--- config.mk ---
export PLATFORM = sky130hd
export DESIGN_NAME = weight_pingpong_ctrl
export DESIGN_NICKNAME = d
export VERILOG_FILES = /design/src/rtl/ndp_buf_pkg.sv /design/src/rtl/ndp_skid_fifo.sv /design/src/rtl/weight_pingpong_ctrl.sv
export SDC_FILE = /design/constraint.sdc
export NUM_CORES = 1
export LEC_CHECK = 0
export ABC_CLOCK_PERIOD_IN_PS = 5200
export CORE_MARGIN = 2
export CORE_UTILIZATION = 45
export DETAILED_ROUTE_END_ITERATION = 10
export PLACE_DENSITY_LB_ADDON = 0.08
export SLEW_MARGIN = 20
export SYNTH_ARGS = -nofsm -noshare
export SYNTH_HDL_FRONTEND = slang
export SYNTH_SLANG_ARGS = --single-unit
export TNS_END_PERCENT = 10
--- constraint.sdc ---
create_clock -name clk -period 5.2 [get_ports clk]
set_input_delay 0.78 -clock clk [delete_from_list [all_inputs] [get_ports clk]]
set_output_delay 0.78 -clock clk [all_outputs]
set_load 0.02 [all_outputs]
--- src/rtl/ndp_buf_pkg.sv ---
// Shared constants and read-side state type for the NDP weight ping-pong buffer.
package ndp_buf_pkg;

    localparam int NDP_A_WIDTH = 32;
    localparam int NDP_B_WIDTH = 2 * NDP_A_WIDTH;
    localparam int NDP_LINES   = 16;
    localparam int NDP_ADDRA_W = $clog2(4 * NDP_LINES);
    localparam int NDP_ADDRB_W = $clog2(2 * NDP_LINES);

    typedef enum logic {
        R_IDLE   = 1'b0,
        R_STREAM = 1'b1
    } rd_state_t;

endpackage

--- src/rtl/ndp_skid_fifo.sv ---
// Two-entry FIFO holding BRAM read lines (plus last tag) in front of the NDP port.
module ndp_skid_fifo
    import ndp_buf_pkg::*;
#(
    parameter int WIDTH = NDP_B_WIDTH + 1
) (
    input  logic             i_clk,
    input  logic             i_rst_n,
    input  logic             i_push,
    input  logic [WIDTH-1:0] i_data,
    output logic             o_valid,
    input  logic             i_ready,
    output logic [WIDTH-1:0] o_data,
    output logic [1:0]       o_occupancy
);

    logic [WIDTH-1:0] r_mem [2];
    logic             r_wptr;
    logic             r_rptr;
    logic [1:0]       r_count;
    logic             w_pop;
    logic             w_push;

    assign o_valid     = (r_count != 2'd0);
    assign o_occupancy = r_count;
    assign w_pop       = o_valid & i_ready;
    assign w_push      = i_push & ((r_count != 2'd2) | w_pop);
    assign o_data      = o_valid ? r_mem[r_rptr] : '0;

    always_ff @(posedge i_clk) begin
        if (!i_rst_n) begin
            r_wptr  <= 1'b0;
            r_rptr  <= 1'b0;
            r_count <= 2'd0;
        end else begin
            if (w_push) begin
                r_wptr <= ~r_wptr;
            end
            if (w_pop) begin
                r_rptr <= ~r_rptr;
            end
            r_count <= r_count + {1'b0, w_push} - {1'b0, w_pop};
        end
    end

    always_ff @(posedge i_clk) begin
        if (w_push) begin
            r_mem[r_wptr] <= i_data;
        end
    end

endmodule

--- src/rtl/weight_pingpong_ctrl.sv ---
// Packs a 32-bit weight stream into two 64-bit BRAM banks and streams full banks
// out over valid/ready while the other bank fills.
module weight_pingpong_ctrl
    import ndp_buf_pkg::*;
#(
    parameter int A_WIDTH = NDP_A_WIDTH,
    parameter int B_WIDTH = 2 * A_WIDTH,
    parameter int LINES   = NDP_LINES
) (
    input  logic                       clk,
    input  logic                       reset,
    input  logic                       in_valid,
    output logic                       in_ready,
    input  logic [A_WIDTH-1:0]         in_data,
    output logic                       out_valid,
    input  logic                       out_ready,
    output logic [B_WIDTH-1:0]         out_data,
    output logic                       out_last,
    output logic [1:0]                 bank_full,
    output logic                       bram_ena,
    output logic                       bram_wea,
    output logic [$clog2(4*LINES)-1:0] bram_addra,
    output logic [A_WIDTH-1:0]         bram_dina,
    output logic                       bram_enb,
    output logic [$clog2(2*LINES)-1:0] bram_addrb,
    input  logic [B_WIDTH-1:0]         bram_doutb
);

    localparam int WC_W = $clog2(2 * LINES);
    localparam int RC_W = $clog2(LINES);

    logic              r_wr_bank;
    logic [WC_W-1:0]   r_wr_cnt;
    logic [1:0]        r_full;
    rd_state_t         r_state;
    logic              r_rd_bank;
    logic [RC_W-1:0]   r_rd_cnt;
    logic              r_rd_vld_p1;
    logic              r_rd_last_p1;

    logic              w_wr_hs;
    logic              w_wr_wrap;
    logic [1:0]        w_full_set;
    logic [1:0]        w_full_clr;
    logic [1:0]        w_occ;
    logic              w_pop;
    logic              w_rd_credit;
    logic              w_rd_issue;
    logic              w_rd_last;
    logic              w_rd_done;
    logic [B_WIDTH:0]  w_fifo_dout;

    // Write side: the word goes straight to port A on the handshake edge.
    assign in_ready   = ~r_full[r_wr_bank];
    assign w_wr_hs    = reset & in_valid & in_ready;
    assign w_wr_wrap  = w_wr_hs & (r_wr_cnt == WC_W'(2 * LINES - 1));
    assign bram_ena   = w_wr_hs;
    assign bram_wea   = w_wr_hs;
    assign bram_addra = w_wr_hs ? {r_wr_bank, r_wr_cnt} : '0;
    assign bram_dina  = w_wr_hs ? in_data : '0;

    always_ff @(posedge clk) begin
        if (!reset) begin
            r_wr_bank <= 1'b0;
            r_wr_cnt  <= '0;
        end else if (w_wr_hs) begin
            if (w_wr_wrap) begin
                r_wr_cnt  <= '0;
                r_wr_bank <= ~r_wr_bank;
            end else begin
                r_wr_cnt <= r_wr_cnt + WC_W'(1);
            end
        end
    end

    // Writer only sets a non-full bank, reader only clears a full one, so both may land together.
    assign w_full_set = w_wr_wrap ? (r_wr_bank ? 2'b10 : 2'b01) : 2'b00;
    assign w_full_clr = w_rd_done ? (r_rd_bank ? 2'b10 : 2'b01) : 2'b00;
    assign bank_full  = r_full;

    always_ff @(posedge clk) begin
        if (!reset) begin
            r_full <= 2'b00;
        end else begin
            r_full <= (r_full | w_full_set) & ~w_full_clr;
        end
    end

    // Read side, stage p0: issue; a line being popped this cycle already counts as a free slot.
    assign w_pop       = out_valid & out_ready;
    assign w_rd_credit = ({1'b0, w_occ} + {2'b00, r_rd_vld_p1}) < (3'd2 + {2'b00, w_pop});
    assign w_rd_issue  = reset & w_rd_credit & ((r_state == R_STREAM) | r_full[r_rd_bank]);
    assign w_rd_last   = (r_rd_cnt == RC_W'(LINES - 1));
    assign w_rd_done   = w_rd_issue & w_rd_last;
    assign bram_enb    = w_rd_issue;
    assign bram_addrb  = w_rd_issue ? {r_rd_bank, r_rd_cnt} : '0;

    always_ff @(posedge clk) begin
        if (!reset) begin
            r_state      <= R_IDLE;
            r_rd_bank    <= 1'b0;
            r_rd_cnt     <= '0;
            r_rd_vld_p1  <= 1'b0;
            r_rd_last_p1 <= 1'b0;
        end else begin
            r_rd_vld_p1  <= w_rd_issue;
            r_rd_last_p1 <= w_rd_done;
            case (r_state)
                R_IDLE:   if (r_full[r_rd_bank]) r_state <= R_STREAM;
                R_STREAM: r_state <= R_STREAM;
            endcase
            if (w_rd_issue) begin
                if (w_rd_last) begin
                    r_rd_cnt  <= '0;
                    r_rd_bank <= ~r_rd_bank;
                    r_state   <= R_IDLE;
                end else begin
                    r_rd_cnt <= r_rd_cnt + RC_W'(1);
                end
            end
        end
    end

    // Stage p1: BRAM data is valid, captured into the output FIFO at the next edge.
    ndp_skid_fifo #(
        .WIDTH(B_WIDTH + 1)
    ) u_fifo (
        .i_clk       (clk),
        .i_rst_n     (reset),
        .i_push      (r_rd_vld_p1),
        .i_data      ({r_rd_last_p1, bram_doutb}),
        .o_valid     (out_valid),
        .i_ready     (out_ready),
        .o_data      (w_fifo_dout),
        .o_occupancy (w_occ)
    );

    assign out_data = w_fifo_dout[B_WIDTH-1:0];
    assign out_last = w_fifo_dout[B_WIDTH];

endmodule
==> qor.yml, run 1 <==
status: "complete, no violations"
synth_largest_area_cell: "edfxtp_1"
power_leakage_nw: 3.03
cts_buffer_depth: 2
cp_slowest_cell: "clkdlybuf4s50_1"
ctsResizeCount: 0
ys_ff_latch: 151
port_buffers: 214
holdWs_ns: 0.444
num_rows: 42
drcViolationCount: 0
synth_top_area_frac: 0.635
clkLatencyLatePin_ns: 0.40
cp.arrival_ns: 3.07
die_y_um: 121
slew_headroom: 0.432
drtIter0Drc: 302
h-tree-depth: 4
dieArea_um2: 14600
io_pins: 215
grt_pass1_vias: 4111
critPathMaxFanout: 12
drv_cap: 0
end_kind: "primary output"
cts_tree: "built"
power_frac_clock: 0.386
rsz0062_at_grt: "no"
synth_cells: 429
crit_chain: "clkdlybuf4s50_1 > o21ai_2 > nor3_2 > and2_1 > clkdlybuf4s50_1"
avgViaCountPerCell: 4.87
avgSynthCellArea_um2: 14.3
grt_max_degree: 66
worstSetupStartpointType: "primary input"
antenna_found_initial: 1
syn2layout_area_growth_pct: 48.3
ir_worst_vdd_mv: 0.213
syn_nets: 536
synth_cell_types: 40
async_reset_ff_frac: 0
synthesis.area_um2: 6150
crit_top_cell: "clkdlybuf4s50_1"
yosys-top-cells-area: "edfxtp_1 63%, mux2i_1 11%, dfxtp_1 6.8%, nor2_1 4.5%, and2_1 4.5%"
min_period_ns: 3.85
cts_hold_buf: 0
multiInputGateArea_um2: 1720
report.final.slew_viol_count: 0
yosys_warnings: 0
start_util: 0.463
postCtsSetupBuffers: 0
cp.required_ns: 4.42
fin_nets: 753
layout-drive-gt1-share: 0.0699
cts-root-buf: "clkbuf_16"
netSwitchingFraction: 0.247
power_frac_comb: 0.196
final_cell_mix: "214 x clkdlybuf4s50_1, 130 x edfxtp_1, 73 x nor2_1"
finalHoldViolations: 0
synth_edf_count: 130
dp_hpwl_um: 9580
totalNegativeSetupSlack_ns: 0
final_common_cell: "clkdlybuf4s50_1"
max_stage_delay_ns: 0.73
worstMarginPinSlew_ns: 0.850
worstSetupPathType: "primary input to primary output"
setup_viol: 0
clock_sink_count: 151
intPower_mw: 2.44
fin_skew_ns: 0.0100
core_area_um2: 13300
hp-class: "flop to flop"
dr_total_vias: 4068
grt_overflow_total: 0
pwr_density_cell_nw_per_um2: 354
seq_area_um2: 4330
fp.dieW_um: 121
fillers: 942
routabilityCongestion: 0.794
wire_per_inst_um: 16.6
clock.fmax_mhz: 260
cp_top_family: "buffers and inverters"
finalCritPeriodShare: 0.740
crit_buf_inv: 2
grt_pass1_wl_um: 21200
wl_um: 13900
first_pass_iters: 5
switching_power_mw: 0.797
seq_power_share: 0.417
postRouteAntennaNets: 0
track_usage: 0.191
seq_area_frac_synth: 0.703
synthFlopType: "edfxtp_1"
clkSlewWorstSetupHoldPaths_ns: 0.06
cts-buffers-inserted: 17
## layer usage
| metal | GRT usage | share of wire | up-vias | wire length, um |
|---|---|---|---|---|
| li1 | - | - | 1974 | - |
| met1 | 0.214 | 0.38 | 1906 | 5280 |
| met2 | 0.340 | 0.53 | 173 | 7300 |
| met3 | 0.0564 | 0.076 | 15 | 1060 |
| met4 | 0.0778 | 0.016 | 0 | 228 |
| met5 | 0 | 0 | - | 0 |
## flip-flops by register name, indices dropped and copies added, names as in the netlist, named ones only
signal              count
u_fifo.r_rptr           1
r_rd_vld_p1             1
u_fifo.r_wptr           1
r_wr_cnt                5
r_rd_last_p1            1
u_fifo.o_occupancy      2
r_rd_cnt                4
r_state                 1
bank_full               2
r_wr_bank               1
u_fifo.r_mem          130
r_rd_bank               1
## through the flow
step	total power [mW]	setup slack (ns)	utilization	cells	instance area, um2
2_1_floorplan	1.69	0.606	-	429	6150
3_3_place_gp	2.01	1.45	0.638	802	8480
3_5_place_dp	2.01	1.41	0.638	802	8480
4_1_cts	3.26	1.39	0.684	833	9090
5_1_grt	3.35	1.23	0.686	835	9120
6_report	3.23	1.35	0.686	835	9120
## power groups by stage
stage,Combinational [mW],Clock [mW],Sequential (mW)
floorplan,0.336,0,1.35
global placement,0.609,0,1.40
detailed placement,0.616,0,1.40
CTS,0.617,1.27,1.37
global route,0.676,1.32,1.35
finish,0.635,1.25,1.35
## final cells by class
class,count,area share
Clock buffer,18,0.0471
Tap cell,176,0.0241
Clock inverter,13,0.0196
Antenna cell,1,0.000274
Multi-Input combinational cell,249,0.189
Timing Repair Buffer,219,0.243
Sequential cell,151,0.475
Inverter,8,0.00329
## worst paths after layout
check / to / slack, ns / start / cells after the start
worst max-delay path: bram_addrb[1] / 1.35 / reset / 5
worst min-delay path: u_fifo.r_mem[0][64] / 0.44 / r_rd_last_p1 / 0
worst max register to register: u_fifo.r_mem[1][13] / 2.55 / u_fifo.o_occupancy[0] / 4
worst min register to register: u_fifo.r_mem[0][64] / 0.44 / r_rd_last_p1 / 0
## logic make-up after synthesis
kind of cell	Yosys count	synth area share
buffers and inverters	29	0.0201
XOR/XNOR	5	0.00712
AO/OA/AOI/OAI	18	0.0183
AND/OR/NAND/NOR	147	0.119
multiplexers	72	0.118
flip-flops	151	0.703
adder cells (fa/ha/maj)	7	0.0142
## cell usage after synthesis, types with 2 or more instances
master,instances
edfxtp_1,130
nor2_1,74
mux2i_1,70
and2_1,44
dfxtp_1,21
clkbuf_1,10
nand2_1,9
ha_1,7
buf_2,6
inv_1,6
a21oi_1,5
nand3_1,4
o21ai_0,4
buf_1,3
nor3_1,3
xor2_1,3
a31oi_1,2
and3_1,2
buf_4,2
nand4b_1,2
nor4b_1,2
xnor2_1,2
Power figures use the tool's default switching activity.
==> inputs of run 2 (changes only) <==
--- a/config.mk
+++ b/config.mk
@@ -5,7 +5,7 @@
 export SDC_FILE = /design/constraint.sdc
 export NUM_CORES = 1
 export LEC_CHECK = 0
-export ABC_CLOCK_PERIOD_IN_PS = 5200
+export ABC_CLOCK_PERIOD_IN_PS = 3600
 export CORE_MARGIN = 2
 export CORE_UTILIZATION = 45
 export DETAILED_ROUTE_END_ITERATION = 10
==> constraint.sdc (replaced) <==
create_clock -name clk -period 3.6 [get_ports clk]
set_input_delay 0.54 -clock clk [delete_from_list [all_inputs] [get_ports clk]]
set_output_delay 0.54 -clock clk [all_outputs]
set_load 0.02 [all_outputs]
==> run 2 against run 1 <==
Effect of this change: critical endpoint is now bram_dina[13]; global-route usage is 0.57 points lower; utilization grew 0.56 points; die area did not move; sequential power increased by 44%.
==> qor.yml, run 2 (synthesis gave the netlist of run 1 again) <==
num_rows: 42
rsz0062_at_grt: "no"
worstSetupStartpointType: "primary input"
track_usage: 0.186
final_common_cell: "clkdlybuf4s50_1"
report.final.slew_viol_count: 0
fin_nets: 753
hold_depth: 0
largest_registers: "u_fifo.r_mem x130, r_wr_cnt x5, r_rd_cnt x4"
worstMarginPinSlew_ns: 0.675
io_pins: 215
clkSlewWorstSetupHoldPaths_ns: 0.06
cts_buffer_depth: 2
seq_area_um2: 4330
rr_worst_depth: 4
postCtsSetupBuffers: 0
power_leakage_nw: 3.07
pwr_density_cell_nw_per_um2: 528
routabilityCongestion: 0.826
grt_overflow_total: 0
finalHoldViolations: 0
core_area_um2: 13300
layout-drive-gt1-share: 0.0638
wire_per_inst_um: 16.1
fin_skew_ns: 0.00619
dr_total_vias: 4102
h-tree-depth: 4
holdWs_ns: 0.443
cts-root-buf: "clkbuf_16"
min_period_ns: 3.31
cp.required_ns: 3.06
fillers: 928
dp_hpwl_um: 9250
die_y_um: 121
port_buffers: 214
clock.fmax_mhz: 302
cts-buffers-inserted: 17
totalNegativeSetupSlack_ns: 0
drtIter0Drc: 265
clkLatencyLatePin_ns: 0.41
setup_viol: 0
fp.dieW_um: 121
finalCritPeriodShare: 0.919
cts_tree: "built"
grt_pass1_wl_um: 20500
largest_reg_flops: 130
wl_um: 13500
end_kind: "primary output"
critPathMaxFanout: 41
largest-register: "u_fifo.r_mem"
status: "complete, no violations"
final_cell_mix: "214 x clkdlybuf4s50_1, 130 x edfxtp_1, 73 x nor2_1"
cp.arrival_ns: 2.77
first_pass_iters: 4
postRouteAntennaNets: 0
avgViaCountPerCell: 4.91
cts_hold_buf: 0
drcViolationCount: 0
ctsResizeCount: 0
slew_headroom: 0.549
worstSetupPathType: "primary input to primary output"
grt_max_degree: 57
syn2layout_area_growth_pct: 49.5
ir_worst_vdd_mv: 0.303
clock_sink_count: 151
multiInputGateArea_um2: 1720
grt_pass1_vias: 4164
drv_cap: 0
dieArea_um2: 14600
hp-class: "flop to flop"
start_util: 0.463
antenna_found_initial: 1
==> run 2: layout make-up <==
class                           count  area share
Antenna cell                        1    0.000272
Timing Repair Buffer              219       0.243
Tap cell                          176      0.0240
Clock buffer                       19      0.0471
Multi-Input combinational cell    249       0.187
Sequential cell                   151       0.471
Clock inverter                     12      0.0250
Inverter                            8     0.00327
==> run 2: power breakdown <==
group          internal (mW)  switching (mW)
Sequential              1.91          0.0450
Clock                   1.35           0.625
Combinational          0.466           0.455
==> run 2: final timing paths <==
kind	from	to	slack, ns
max	reset	bram_dina[13]	0.29
min	r_rd_last_p1	u_fifo.r_mem[0][64]	0.44
max reg2reg	u_fifo.o_occupancy[0]	u_fifo.r_mem[1][23]	1.46
min reg2reg	r_rd_last_p1	u_fifo.r_mem[0][64]	0.44
==> run 2: critical path: stages <==
cell             delay, ns
clkdlybuf4s50_1       0.76
nand3_1               0.24
inv_2                 0.39
and2_1                0.21
clkdlybuf4s50_1       0.62
==> run 2: metrics by stage <==
| stage | instance area (um2) | power, mW | setup slack, ns | utilization | instances |
|---|---|---|---|---|---|
| 6_report | 9190 | 4.85 | 0.292 | 0.692 | 835 |
| 2_1_floorplan | 6150 | 2.44 | 0.474 | - | 429 |
| 3_5_place_dp | 8530 | 2.92 | 0.319 | 0.641 | 803 |
| 3_3_place_gp | 8530 | 2.91 | 0.402 | 0.641 | 803 |
| 4_1_cts | 9190 | 4.90 | 0.262 | 0.691 | 834 |
| 5_1_grt | 9190 | 5.03 | 0.0780 | 0.692 | 835 |
==> run 2: metal layers <==
metal	track usage	vias up	share of wire
met5	0	-	0
met4	0.0712	0	0.019
met1	0.205	1940	0.38
li1	-	1981	-
met2	0.326	160	0.52
met3	0.0667	21	0.079
